==> src/rtl/i2c_txn_sequencer.sv <==
// Turns one register-access request into the full I2C command stream for i2c_master:
// START, address/register/data writes or reads, optional RESTART, STOP; aborts on NACK.
module i2c_txn_sequencer #(
  parameter int unsigned MAX_BYTES = 4
) (
  input  logic                                           clk,
  input  logic                                           rst_n,
  input  logic                                           req_valid,
  output logic                                           req_ready,
  input  logic                                           req_rw,
  input  logic [6:0]                                     req_dev,
  input  logic [7:0]                                     req_reg,
  input  logic [((MAX_BYTES > 1) ? $clog2(MAX_BYTES) : 1)-1:0] req_len,
  input  logic [8*MAX_BYTES-1:0]                         wr_data,
  output logic                                           rsp_valid,
  output logic                                           rsp_err,
  output logic [1:0]                                     rsp_err_stage,
  output logic [8*MAX_BYTES-1:0]                         rsp_data,
  output logic                                           busy,
  output logic [2:0]                                     m_cmd,
  output logic [7:0]                                     m_din,
  output logic                                           m_wr,
  input  logic                                           m_ready,
  input  logic                                           m_done,
  input  logic                                           m_ack,
  input  logic [7:0]                                     m_dout
);

  localparam int unsigned CntW  = (MAX_BYTES > 1) ? $clog2(MAX_BYTES) : 1;
  localparam int unsigned DataW = 8 * MAX_BYTES;

  localparam logic [2:0] CmdStart   = 3'b000;
  localparam logic [2:0] CmdWr      = 3'b001;
  localparam logic [2:0] CmdRd      = 3'b010;
  localparam logic [2:0] CmdStop    = 3'b011;
  localparam logic [2:0] CmdRestart = 3'b100;

  localparam logic [1:0] StageDevW = 2'd0;
  localparam logic [1:0] StageReg  = 2'd1;
  localparam logic [1:0] StageData = 2'd2;
  localparam logic [1:0] StageDevR = 2'd3;

  typedef enum logic [2:0] {
    StIdle,
    StCmd,
    StGuard,
    StWait,
    StEval,
    StResp
  } state_e;

  typedef enum logic [2:0] {
    StepStart,
    StepDevW,
    StepReg,
    StepData,
    StepRestart,
    StepDevR,
    StepRd,
    StepStop
  } step_e;

  state_e            state_q, state_d;
  step_e             step_q, step_d;
  logic [CntW-1:0]   cnt_q, cnt_d;
  logic [CntW-1:0]   len_q, len_d;
  logic              rw_q, rw_d;
  logic [6:0]        dev_q, dev_d;
  logic [7:0]        reg_addr_q, reg_addr_d;
  logic [DataW-1:0]  wdata_q, wdata_d;
  logic              ack_q, ack_d;
  logic [2:0]        m_cmd_q, m_cmd_d;
  logic [7:0]        m_din_q, m_din_d;
  logic              m_wr_q, m_wr_d;
  logic              rsp_valid_q, rsp_valid_d;
  logic              rsp_err_q, rsp_err_d;
  logic [1:0]        rsp_err_stage_q, rsp_err_stage_d;
  logic [DataW-1:0]  rsp_data_q, rsp_data_d;
  logic              busy_q, busy_d;

  logic [2:0]        step_cmd;
  logic [7:0]        step_din;
  logic              last_byte;

  assign last_byte = (cnt_q == len_q);

  // Command and data byte presented to the master for the current step.
  always_comb begin
    step_cmd = CmdStart;
    step_din = 8'h00;
    unique case (step_q)
      StepStart:   step_cmd = CmdStart;
      StepDevW: begin
        step_cmd = CmdWr;
        step_din = {dev_q, 1'b0};
      end
      StepReg: begin
        step_cmd = CmdWr;
        step_din = reg_addr_q;
      end
      StepData: begin
        step_cmd = CmdWr;
        step_din = wdata_q[{cnt_q, 3'b000} +: 8];
      end
      StepRestart: step_cmd = CmdRestart;
      StepDevR: begin
        step_cmd = CmdWr;
        step_din = {dev_q, 1'b1};
      end
      StepRd: begin
        step_cmd = CmdRd;
        step_din = {7'd0, last_byte};
      end
      StepStop:    step_cmd = CmdStop;
      default:     step_cmd = CmdStart;
    endcase
  end

  always_comb begin
    state_d         = state_q;
    step_d          = step_q;
    cnt_d           = cnt_q;
    len_d           = len_q;
    rw_d            = rw_q;
    dev_d           = dev_q;
    reg_addr_d      = reg_addr_q;
    wdata_d         = wdata_q;
    ack_d           = ack_q;
    m_cmd_d         = m_cmd_q;
    m_din_d         = m_din_q;
    m_wr_d          = 1'b0;
    rsp_valid_d     = 1'b0;
    rsp_err_d       = rsp_err_q;
    rsp_err_stage_d = rsp_err_stage_q;
    rsp_data_d      = rsp_data_q;
    busy_d          = busy_q;

    unique case (state_q)
      StIdle: begin
        if (req_valid) begin
          rw_d            = req_rw;
          dev_d           = req_dev;
          reg_addr_d      = req_reg;
          len_d           = req_len;
          wdata_d         = wr_data;
          rsp_data_d      = '0;
          rsp_err_d       = 1'b0;
          rsp_err_stage_d = 2'd0;
          step_d          = StepStart;
          cnt_d           = '0;
          busy_d          = 1'b1;
          state_d         = StCmd;
        end
      end
      StCmd: begin
        if (m_ready) begin
          m_wr_d  = 1'b1;
          m_cmd_d = step_cmd;
          m_din_d = step_din;
          ack_d   = 1'b0;
          state_d = StGuard;
        end
      end
      // Master ready is still high in the strobe cycle; skip it.
      StGuard: state_d = StWait;
      StWait: begin
        if (m_done) begin
          ack_d = m_ack;
          if (step_q == StepRd) begin
            rsp_data_d[{cnt_q, 3'b000} +: 8] = m_dout;
          end
        end
        if (m_ready) begin
          state_d = StEval;
        end
      end
      StEval: begin
        state_d = StCmd;
        unique case (step_q)
          StepStart: step_d = StepDevW;
          StepDevW: begin
            if (ack_q) begin
              step_d          = StepStop;
              rsp_err_d       = 1'b1;
              rsp_err_stage_d = StageDevW;
              rsp_data_d      = '0;
            end else begin
              step_d = StepReg;
            end
          end
          StepReg: begin
            cnt_d = '0;
            if (ack_q) begin
              step_d          = StepStop;
              rsp_err_d       = 1'b1;
              rsp_err_stage_d = StageReg;
              rsp_data_d      = '0;
            end else begin
              step_d = rw_q ? StepRestart : StepData;
            end
          end
          StepData: begin
            if (ack_q) begin
              step_d          = StepStop;
              rsp_err_d       = 1'b1;
              rsp_err_stage_d = StageData;
              rsp_data_d      = '0;
            end else if (last_byte) begin
              step_d = StepStop;
            end else begin
              cnt_d = cnt_q + CntW'(1);
            end
          end
          StepRestart: step_d = StepDevR;
          StepDevR: begin
            cnt_d = '0;
            if (ack_q) begin
              step_d          = StepStop;
              rsp_err_d       = 1'b1;
              rsp_err_stage_d = StageDevR;
              rsp_data_d      = '0;
            end else begin
              step_d = StepRd;
            end
          end
          // Ack after a read byte is our own ACK/NACK, not the slave's.
          StepRd: begin
            if (last_byte) begin
              step_d = StepStop;
            end else begin
              cnt_d = cnt_q + CntW'(1);
            end
          end
          StepStop: begin
            rsp_valid_d = 1'b1;
            state_d     = StResp;
          end
          default: step_d = StepStop;
        endcase
      end
      StResp: begin
        busy_d  = 1'b0;
        state_d = StIdle;
      end
      default: state_d = StIdle;
    endcase
  end

  always_ff @(posedge clk or negedge rst_n) begin
    if (!rst_n) begin
      state_q         <= StIdle;
      step_q          <= StepStart;
      cnt_q           <= '0;
      len_q           <= '0;
      rw_q            <= 1'b0;
      dev_q           <= 7'd0;
      reg_addr_q      <= 8'd0;
      wdata_q         <= '0;
      ack_q           <= 1'b0;
      m_cmd_q         <= CmdStart;
      m_din_q         <= 8'd0;
      m_wr_q          <= 1'b0;
      rsp_valid_q     <= 1'b0;
      rsp_err_q       <= 1'b0;
      rsp_err_stage_q <= 2'd0;
      rsp_data_q      <= '0;
      busy_q          <= 1'b0;
    end else begin
      state_q         <= state_d;
      step_q          <= step_d;
      cnt_q           <= cnt_d;
      len_q           <= len_d;
      rw_q            <= rw_d;
      dev_q           <= dev_d;
      reg_addr_q      <= reg_addr_d;
      wdata_q         <= wdata_d;
      ack_q           <= ack_d;
      m_cmd_q         <= m_cmd_d;
      m_din_q         <= m_din_d;
      m_wr_q          <= m_wr_d;
      rsp_valid_q     <= rsp_valid_d;
      rsp_err_q       <= rsp_err_d;
      rsp_err_stage_q <= rsp_err_stage_d;
      rsp_data_q      <= rsp_data_d;
      busy_q          <= busy_d;
    end
  end

  assign req_ready     = (state_q == StIdle);
  assign m_cmd         = m_cmd_q;
  assign m_din         = m_din_q;
  assign m_wr          = m_wr_q;
  assign rsp_valid     = rsp_valid_q;
  assign rsp_err       = rsp_err_q;
  assign rsp_err_stage = rsp_err_stage_q;
  assign rsp_data      = rsp_data_q;
  assign busy          = busy_q;

endmodule

==> config.mk <==
export PLATFORM = sky130hd
export DESIGN_NAME = i2c_txn_sequencer
export DESIGN_NICKNAME = d
export VERILOG_FILES = /design/src/rtl/i2c_txn_sequencer.sv
export SDC_FILE = /design/constraint.sdc
export NUM_CORES = 1
export LEC_CHECK = 0
export CORE_MARGIN = 4
export CORE_UTILIZATION = 40
export DETAILED_ROUTE_END_ITERATION = 7
export PLACE_DENSITY = 0.66
export RECOVER_POWER = 100
export SLEW_MARGIN = 20
export SYNTH_ARGS = -nofsm -noshare
export SYNTH_HDL_FRONTEND = slang
export SYNTH_SLANG_ARGS = --single-unit
export TNS_END_PERCENT = 10
==> constraint.sdc <==
create_clock -name clk -period 2.7 [get_ports clk]
set_input_delay 0.54 -clock clk [delete_from_list [all_inputs] [get_ports clk]]
set_output_delay 0.54 -clock clk [all_outputs]
set_load 0.02 [all_outputs]
==> results.json, run 1 <==
{
  "drt_iter0_markers": 361,
  "die_area_um2": 14600,
  "drv_cap": 0,
  "ant_nets": 0,
  "synth_compound_area_share_pct": 6.58,
  "placedCellCount": 793,
  "fin_tns_setup_ns": 0,
  "wirelength_um": 12500,
  "antenna_found_initial": 0,
  "layout_commonest_cell": "nand2_1",
  "grt-ovfl-total": 0,
  "cts_made_buffers": 9,
  "final_nets": 704,
  "status": "complete, no violations",
  "numPortBuffers": 113,
  "cts_resized": 0,
  "cts_setup_buffers": 0,
  "post-route-period-util_pct": 92.8,
  "rows": 40,
  "drc": 0,
  "r2r-start": "state_q[1]$_DFFE_PN0P_",
  "setup_viol": 0,
  "clock_latency_ns": 0.34,
  "timing.fmax_ghz": 0.399,
  "fin_hold_ws_ns": 0.353,
  "die_h_um": 121,
  "syn_area_um2": 5080,
  "cts_tree": "built",
  "reg2reg_depth": 5,
  "wire_per_inst_um": 15.5,
  "muxShareOfSynthArea_pct": 10.6,
  "via_count": 3944,
  "drive_gt1_share_pct": 7.19,
  "leakagePower_nw": 3.14,
  "clk_pin_slew_worst_paths_ns": 0.08,
  "clockBufferDepth": 2,
  "mostFrequentLayoutCells": "208 x nand2_1, 108 x dfrtp_1, 61 x clkdlybuf4s50_1",
  "ys_seq_area_share_pct": 53.2,
  "post_synth_xor_area_fraction_pct": 0.517,
  "rsz0062_at_grt": "no",
  "grt_pass1_wl_um": 20500,
  "timing.final.hold_violations": 0,
  "core_um2": 12200,
  "cp.required_ns": 2.95,
  "worst_pin_slew_ns": 1.02,
  "ys_ff_latch": 108,
  "worst_ep_arrival_time_ns": 2.76,
  "r2r-end": "rsp_data[14]$_DFFE_PN0P_",
  "synth_top_family_by_area": "simple AND/OR/NAND/NOR gates",
  "postSynthCellCount": 529,
  "start_util_pct": 41.6,
  "syn_avg_cell_area_um2": 9.60,
  "r2r_setup_slack_ns": 0.19,
  "ir_worst_vdd_uv": 359,
  "drt-pass1-iter-count": 4,
  "grt_pass1_vias": 4048,
  "synth-edff-count": 0,
  "setup.worst_path.end": "rsp_data[14]$_DFFE_PN0P_",
  "synth_ff_type": "dfrtp_1",
  "worstSetupStartpointType": "flop",
  "holdCritPathClass": "primary input to async pin",
  "crit_path_end_kind": "flop",
  "io_pins": 114,
  "finClkSkew_ns": 0.00969,
  "area_growth_pct": 30.5,
  "synth_fp_nets": 597,
  "yosys_warnings": 0,
  "gp_congestion": 0.786,
  "cts_root_buffer": "clkbuf_16",
  "pwr_density_cell_nw_per_um2": 893,
  "track_usage_pct": 17.6,
  "final_cells": 808,
  "n_antenna_cell": 0,
  "hold_buffers": 0,
  "htree_levels": 3,
  "die_width_um": 121,
  "synthAdderAreaFrac_pct": 0.985,
  "viasPerCell": 4.88,
  "critPathKind": "flop to flop",
  "grt_max_degree": 70,
  "relSlewSlack_pct": 32.0,
  "period_needed_ns": 2.51,
  "synthArstFlopShare_pct": 100,
  "dp_hpwl_um": 9200,
  "cts.sinks": 108,
  "report.final.slew_viol_count": 0,
  "critPathLaunch": "state_q[1]$_DFFE_PN0P_",
  "cp_max_fo": 13,
  "synthDistinctLibCells": 49,
  "yosys.area_share.simple_pct": 22.6
}
metrics by stage:
| stage | util [%] | total power [W] | setup slack (ns) | instance area (µm²) |
|---|---|---|---|---|
| 2_1_floorplan | - | 0.00398 | 0.403 | 5080 |
| 3_3_place_gp | 52.6 | 0.00473 | 0.299 | 6420 |
| 3_5_place_dp | 52.6 | 0.00481 | 0.225 | 6420 |
| 4_1_cts | 54.9 | 0.00610 | 0.161 | 6700 |
| 5_1_grt | 54.3 | 0.00634 | 0.0552 | 6630 |
| 6_report | 54.3 | 0.00592 | 0.194 | 6630 |
cell type report:
cell class,count,area [µm²]
multi-input combinational,352,2080
tap,168,210
clock buffer,10,239
timing repair buffer,125,1200
sequential,108,2700
fill,1124,5580
inverter,40,150
clock inverter,5,45.0
registers in the layout, indices dropped and copies added (netlist names), 3 cells and up:
| register | count |
|---|---|
| wdata_q | 32 |
| state_q | 3 |
| reg_addr_q | 8 |
| rsp_data | 32 |
| m_din | 8 |
| step_q | 3 |
| dev_q | 7 |
| m_cmd | 3 |
critical path, stage by stage, from the launching register on:
cell and delay [ns]:
dfrtp_1 0.35, clkbuf_1 0.46, nand3b_4 0.15, o32a_1 0.46
nor4_4 0.71, mux2i_1 0.28
worst min path at each step:
stage | start | to | slack, ns | cells past startpoint
after CTS | rst_n | rsp_data[5]$_DFFE_PN0P_ | 0.19 | 1
after global routing | rst_n | rsp_data[5]$_DFFE_PN0P_ | 0.45 | 1
after global placement | wdata_q[1]$_DFFE_PN0P_ | wdata_q[1]$_DFFE_PN0P_ | 0.45 | 2
final | rst_n | rsp_data[5]$_DFFE_PN0P_ | 0.35 | 1
after detailed placement | wdata_q[26]$_DFFE_PN0P_ | wdata_q[26]$_DFFE_PN0P_ | 0.46 | 2
after floorplan | rst_n | ack_q$_DFFE_PN0P_ | 0.24 | 0
logic make-up after synthesis:
logic type	count (synthesis)
AND/OR/NAND/NOR	253
flip-flops	108
buffers and inverters	69
AO/OA/AOI/OAI	48
multiplexers	44
adder cells (fa/ha/maj)	4
XOR/XNOR	3
synth_stat cells (2+ instances only):
cell type	instances	area share [%]
a21o_1	2	0.30
a21oi_1	5	0.49
a221oi_1	8	1.4
and3_1	8	0.99
and4_1	2	0.34
buf_1	3	0.22
buf_2	2	0.20
buf_6	2	0.44
clkbuf_1	21	1.6
dfrtp_1	108	53
ha_1	4	0.99
inv_1	39	2.9
mux2i_1	36	7.1
mux4_2	8	3.5
nand2_1	208	15
nand3_1	5	0.49
nand3b_1	2	0.30
nor2_1	9	0.66
nor2b_1	2	0.25
nor4_4	4	1.7
o21ai_0	21	2.1
xor2_1	3	0.52
per-layer routing:
metal,global-route usage (%),wire [µm],vias up
met4,4.39,148,0
met2,27.9,5750,108
met3,4.49,724,12
met5,0,0,-
li1,-,-,1936
met1,24.4,5880,1888
power by group:
group          internal (W)  switching (W)  leakage (nW)
clock network      0.000662       0.000616         0.137
logic              0.000949        0.00126          1.58
registers           0.00211       0.000327          1.42
(Power assumes the default switching activity.)
==> run 2: changes to the inputs <==
HOLD_SLACK_MARGIN = 0.02   (was default)
PLACE_DENSITY = 0.68   (was 0.66)
TNS_END_PERCENT = 30   (was 10)
clock period = 2.1 ns   (was 2.7 ns; I/O delays follow)
==> run 2 against run 1 <==
Count of clock-buffer cells in the layout rose by 2. Fmax rose by 26%. Sequential power rose by 30%. Sequential share of layout area fell by 0.99 points. Die area did not move. Non-clock buffer count rose by 14. Cell count rose by 1.9%.
==> results.json, run 2 (synthesis gave the netlist of run 1 again) <==
{
  "worstPathCellList": "inv_2 -> o32a_4 -> nor4_2 -> buf_12 -> mux2i_1",
  "leakagePower_nw": 3.23,
  "critical-path-max-stage-delay_ns": 0.54,
  "hold_depth": 2,
  "die_area_um2": 14600,
  "via_count": 4043,
  "grt-ovfl-total": 0,
  "pwr-share-comb_pct": 38.8,
  "timing.fmax_ghz": 0.504,
  "die_width_um": 121,
  "dp_hpwl_um": 9330,
  "viasPerCell": 4.91,
  "critPathLaunch": "step_q[2]$_DFFE_PN0P_",
  "cts_made_buffers": 9,
  "cts.sinks": 108,
  "period_needed_ns": 1.99,
  "p_sw_share_pct": 36.5,
  "cp.required_ns": 2.36,
  "htree_levels": 3,
  "crit_path_end_kind": "flop",
  "rsz0062_at_grt": "no",
  "power.net_switching_w": 0.00287,
  "reg2reg_depth": 5,
  "fin_tns_setup_ns": 0,
  "drt_iter0_markers": 322,
  "grt.busiest_layer": "met2",
  "report.final.slew_viol_count": 0,
  "drc": 0,
  "antenna_found_initial": 0,
  "finClkSkew_ns": 0.00779,
  "cpMaxStageDelayCell": "dfrtp_1",
  "path_buf_inv": 2,
  "critPathKind": "flop to flop",
  "post-route-period-util_pct": 94.6,
  "path_depth": 5,
  "numPortBuffers": 113,
  "worstSetupStartpointType": "flop",
  "grt_pass1_vias": 4181,
  "num-fill-cells": 1099,
  "setup_viol": 0,
  "p_clk_share_pct": 20.9,
  "ant_nets": 0,
  "grt.met2_usage_pct": 27.6,
  "drive_gt1_share_pct": 9.92,
  "final_nets": 718,
  "grt_max_degree": 61,
  "whs_endpoint": "m_cmd[0]$_DFFE_PN0P_",
  "cp_max_fo": 10,
  "drt-pass1-iter-count": 5,
  "gp_congestion": 0.843,
  "wire_per_inst_um": 15.2,
  "ir_worst_vdd_uv": 570,
  "r2r_setup_slack_ns": 0.11,
  "clockBufferDepth": 2,
  "rows": 40,
  "n_antenna_cell": 0,
  "timing.final.hold_violations": 0,
  "hp-start": "m_cmd[0]$_DFFE_PN0P_",
  "io_pins": 114,
  "pwr_density_cell_nw_per_um2": 1150,
  "intPower_w": 0.00499,
  "r2r-end": "rsp_data[6]$_DFFE_PN0P_",
  "p_seq_share_pct": 40.3,
  "status": "complete, no violations",
  "final_core_utilization_pct": 55.7,
  "area_growth_pct": 33.9,
  "relSlewSlack_pct": 48.3,
  "critPathTopFamily": "flip-flops",
  "mostFrequentLayoutCells": "207 x nand2_1, 106 x dfrtp_1, 61 x clkdlybuf4s50_1",
  "wirelength_um": 12500,
  "r2r-start": "step_q[2]$_DFFE_PN0P_",
  "die_h_um": 121,
  "track_usage_pct": 17.6,
  "grtUsageMet3_pct": 3.93,
  "holdCritPathClass": "flop to flop",
  "clock_latency_ns": 0.34,
  "layout_commonest_cell": "nand2_1",
  "use_met1_pct": 24.4,
  "grt_pass1_wl_um": 20500,
  "worst_pin_slew_ns": 0.776,
  "worst_ep_arrival_time_ns": 2.24,
  "start_util_pct": 41.6,
  "core_um2": 12200,
  "clk_pin_slew_worst_paths_ns": 0.07,
  "cts_root_buffer": "clkbuf_16",
  "drv_cap": 0,
  "cts_tree": "built"
}
==> run 2: cell count changes in the layout (fill, tap and decap cells not counted), moves of 2 or more <==
cell | previous run | this run
buf_4 | 5 | 16
buf_12 | 0 | 3
clkinvlp_4 | 1 | 3
dfrtp_1 | 108 | 106
dfrtp_2 | 0 | 2
==> run 2: power groups by stage <==
stage | combinational [W] | clock, W | sequential (W)
after global routing | 0.00336 | 0.00175 | 0.00325
final | 0.00305 | 0.00164 | 0.00317
after CTS | 0.00317 | 0.00167 | 0.00318
after floorplan | 0.00194 | 0 | 0.00319
after global placement | 0.00308 | 0 | 0.00317
after detailed placement | 0.00316 | 0 | 0.00321
==> run 2: worst max-delay path by stage <==
stage / endpoint / slack, ns
after floorplan: rsp_data[10]$_DFFE_PN0P_ / 0.008
after global placement: rsp_data[13]$_DFFE_PN0P_ / 0.07
after detailed placement: rsp_data[13]$_DFFE_PN0P_ / 0.01
after CTS: rsp_data[13]$_DFFE_PN0P_ / 0.16
after global routing: rsp_data[7]$_DFFE_PN0P_ / 0.02
final: rsp_data[6]$_DFFE_PN0P_ / 0.11
==> run 2: timing repair <==
item / CTS / global route
setup endpoints to repair: 1 / 0
gates resized for setup: 3 / 0
buffers inserted: 0 / 0
endpoints found under the hold margin: 30 / 0
hold buffers: 1 / 0
==> run 2: final cells by class <==
class / count / area [µm²] / area share, %
clock buffer: 12 / 256 / 3.77
clock inverter: 4 / 31.3 / 0.460
inverter: 40 / 150 / 2.21
multi-input combinational: 352 / 2100 / 30.8
sequential: 108 / 2710 / 39.8
tap: 168 / 210 / 3.09
timing repair buffer: 139 / 1350 / 19.9
==> run 2: through the flow <==
stage / hold slack, ns / instances / power [W] / setup WS [ns] / cell area, µm²
floorplan: 0.124 / 529 / 0.00513 / 0.00824 / 5090
global placement: 0.379 / 806 / 0.00625 / 0.0736 / 6550
detailed placement: 0.380 / 806 / 0.00637 / 0.0135 / 6550
CTS: 0.478 / 823 / 0.00802 / 0.164 / 6850
global route: 0.496 / 823 / 0.00836 / 0.0158 / 6800
finish: 0.476 / 823 / 0.00785 / 0.114 / 6800
==> run 2: worst register-to-register path: stages (launching register included) <==
cell	delay, ns
dfrtp_1	0.54
inv_2	0.14
o32a_4	0.45
nor4_2	0.37
buf_12	0.18
mux2i_1	0.22
==> run 2: routing by layer <==
layer,up-vias,wire length [µm]
met5,-,0
met4,0,195
met3,19,714
met2,133,5730
met1,1928,5840
li1,1963,-
==> run 3: changes to the inputs <==
CORE_ASPECT_RATIO = 0.6   (was default)
==> run 3 against run 2 <==
Utilization grew 0.53 points. First-iteration DRC count grew 0.93%. Critical endpoint is now rsp_data[3]$_DFFE_PN0P_. Worst setup slack lost 0.044 ns. Largest power group is now combinational logic. Sequential share of layout area shrank 0.43 points. Clock skew shrank 0.0022 ns.
==> results.json, run 3 (synthesis gave the netlist of run 1 again) <==
{
  "wire_per_inst_um": 16.5,
  "rows": 31,
  "clockBufferDepth": 2,
  "grt-ovfl-total": 0,
  "cp_max_fo": 10,
  "htree_levels": 3,
  "drt-pass1-iter-count": 4,
  "hold_buffers": 0,
  "cts_tree": "built",
  "die_h_um": 95.3,
  "pwr_density_cell_nw_per_um2": 1190,
  "worstSetupStartpointType": "flop",
  "track_usage_pct": 18.9,
  "grt_max_degree": 58,
  "viasPerCell": 4.95,
  "numPortBuffers": 113,
  "holdCritPathClass": "primary input to async pin",
  "post-route-period-util_pct": 96.6,
  "period_needed_ns": 2.03,
  "die_area_um2": 14600,
  "io_pins": 114,
  "critPathKind": "flop to flop",
  "r2r_setup_slack_ns": 0.07,
  "status": "complete, no violations",
  "drv_cap": 0,
  "report.final.slew_viol_count": 0,
  "wirelength_um": 13600,
  "setup_ws_ns": 0.0708,
  "drc": 0,
  "core_um2": 12200,
  "area_growth_pct": 35.3,
  "dp_hpwl_um": 10300,
  "worst_ep_arrival_time_ns": 2.29,
  "post-place-ws_ns": -0.115,
  "worst_pin_slew_ns": 0.831,
  "relSlewSlack_pct": 44.6,
  "timing.final.hold_violations": 0,
  "num-fill-cells": 1079,
  "start_util_pct": 41.6,
  "die_width_um": 153,
  "ir_worst_vdd_uv": 514,
  "crit_path_end_kind": "flop",
  "drt_iter0_markers": 325,
  "cp.required_ns": 2.36,
  "cts_root_buffer": "clkbuf_16",
  "clock_latency_ns": 0.35,
  "grt_pass1_vias": 4223,
  "leakagePower_nw": 3.28,
  "via_count": 4077,
  "rsz0062_at_grt": "no",
  "clk_pin_slew_worst_paths_ns": 0.07,
  "setup_viol": 0,
  "ant_nets": 0,
  "cts_made_buffers": 9,
  "layout_commonest_cell": "nand2_1",
  "timing.fmax_ghz": 0.493,
  "antenna_found_initial": 0,
  "drive_gt1_share_pct": 10.6,
  "cts.sinks": 108,
  "final_nets": 722,
  "mostFrequentLayoutCells": "207 x nand2_1, 108 x dfrtp_1, 61 x clkdlybuf4s50_1",
  "p_total_w": 0.00819,
  "grt_pass1_wl_um": 21700,
  "n_antenna_cell": 0,
  "gp_congestion": 0.831,
  "finClkSkew_ns": 0.00557
}
==> run 3: cell types whose count changed in the layout (fill, tap and decap cells not counted), moves of 2 or more <==
cell / change
buf_4: +3
bufinv_16: +2
clkinvlp_4: -3
dfrtp_1: +2
dfrtp_2: -2
==> run 3: metal layers <==
layer	wire (µm)	GRT usage (%)
met5	0	0
met4	121	4.92
met3	676	4.76
met2	6040	27.3
met1	6790	28.5
==> run 3: cell type report <==
| class | instances | area, µm² | share of cell area [%] |
|---|---|---|---|
| clock inverters | 5 | 82.6 | 1.20 |
| well taps | 165 | 206 | 3.00 |
| inverters | 40 | 150 | 2.18 |
| flip-flops and latches | 108 | 2700 | 39.3 |
| repair buffers | 143 | 1370 | 19.9 |
| multi-input cells | 352 | 2110 | 30.7 |
| clock buffers | 11 | 253 | 3.68 |
==> run 3: final timing paths <==
kind,from,end,cells past startpoint
setup reg to reg,state_q[1]$_DFFE_PN0P_,rsp_data[3]$_DFFE_PN0P_,6
max in group asynchronous,rst_n,rsp_err$_DFFE_PN0P_,2
setup / recovery,state_q[1]$_DFFE_PN0P_,rsp_data[3]$_DFFE_PN0P_,6
hold / removal,rst_n,rsp_data[11]$_DFFE_PN0P_,1
min in group clk,m_cmd[0]$_DFFE_PN0P_,m_cmd[0]$_DFFE_PN0P_,2
hold reg to reg,m_cmd[0]$_DFFE_PN0P_,m_cmd[0]$_DFFE_PN0P_,2
==> run 3: timing repair <==
action | CTS | global route
pin swaps | 0 | 1
gates resized for setup | 2 | 2
endpoints found under the setup margin | 4 | 13
buffers inserted | 0 | 1
==> run 3: power by group <==
group / internal [W] / switching, W / total, W
Clock: 0.00111 / 0.000755 / 0.00187
Combinational: 0.00141 / 0.00177 / 0.00318
Sequential: 0.00271 / 0.000425 / 0.00313
==> run 3: metrics by stage <==
stage | util (%) | instances | setup TNS [ns] | hold WS, ns | area [µm²]
2_1_floorplan | - | 529 | 0 | 0.124 | 5090
3_3_place_gp | 53.8 | 807 | -1.31 | 0.383 | 6570
3_5_place_dp | 53.8 | 807 | -2.07 | 0.399 | 6570
4_1_cts | 56.5 | 823 | -0.00661 | 0.0204 | 6900
5_1_grt | 56.2 | 824 | 0 | 0.223 | 6870
6_report | 56.2 | 824 | 0 | 0.162 | 6870
==> run 3: worst max-delay path, stage by stage, from the launching register on <==
cell and delay, ns:
dfrtp_1 0.52, or3_1 0.44, a21oi_2 0.29, clkbuf_2 0.23
nor4_4 0.06, clkbuf_4 0.20, mux2i_1 0.19
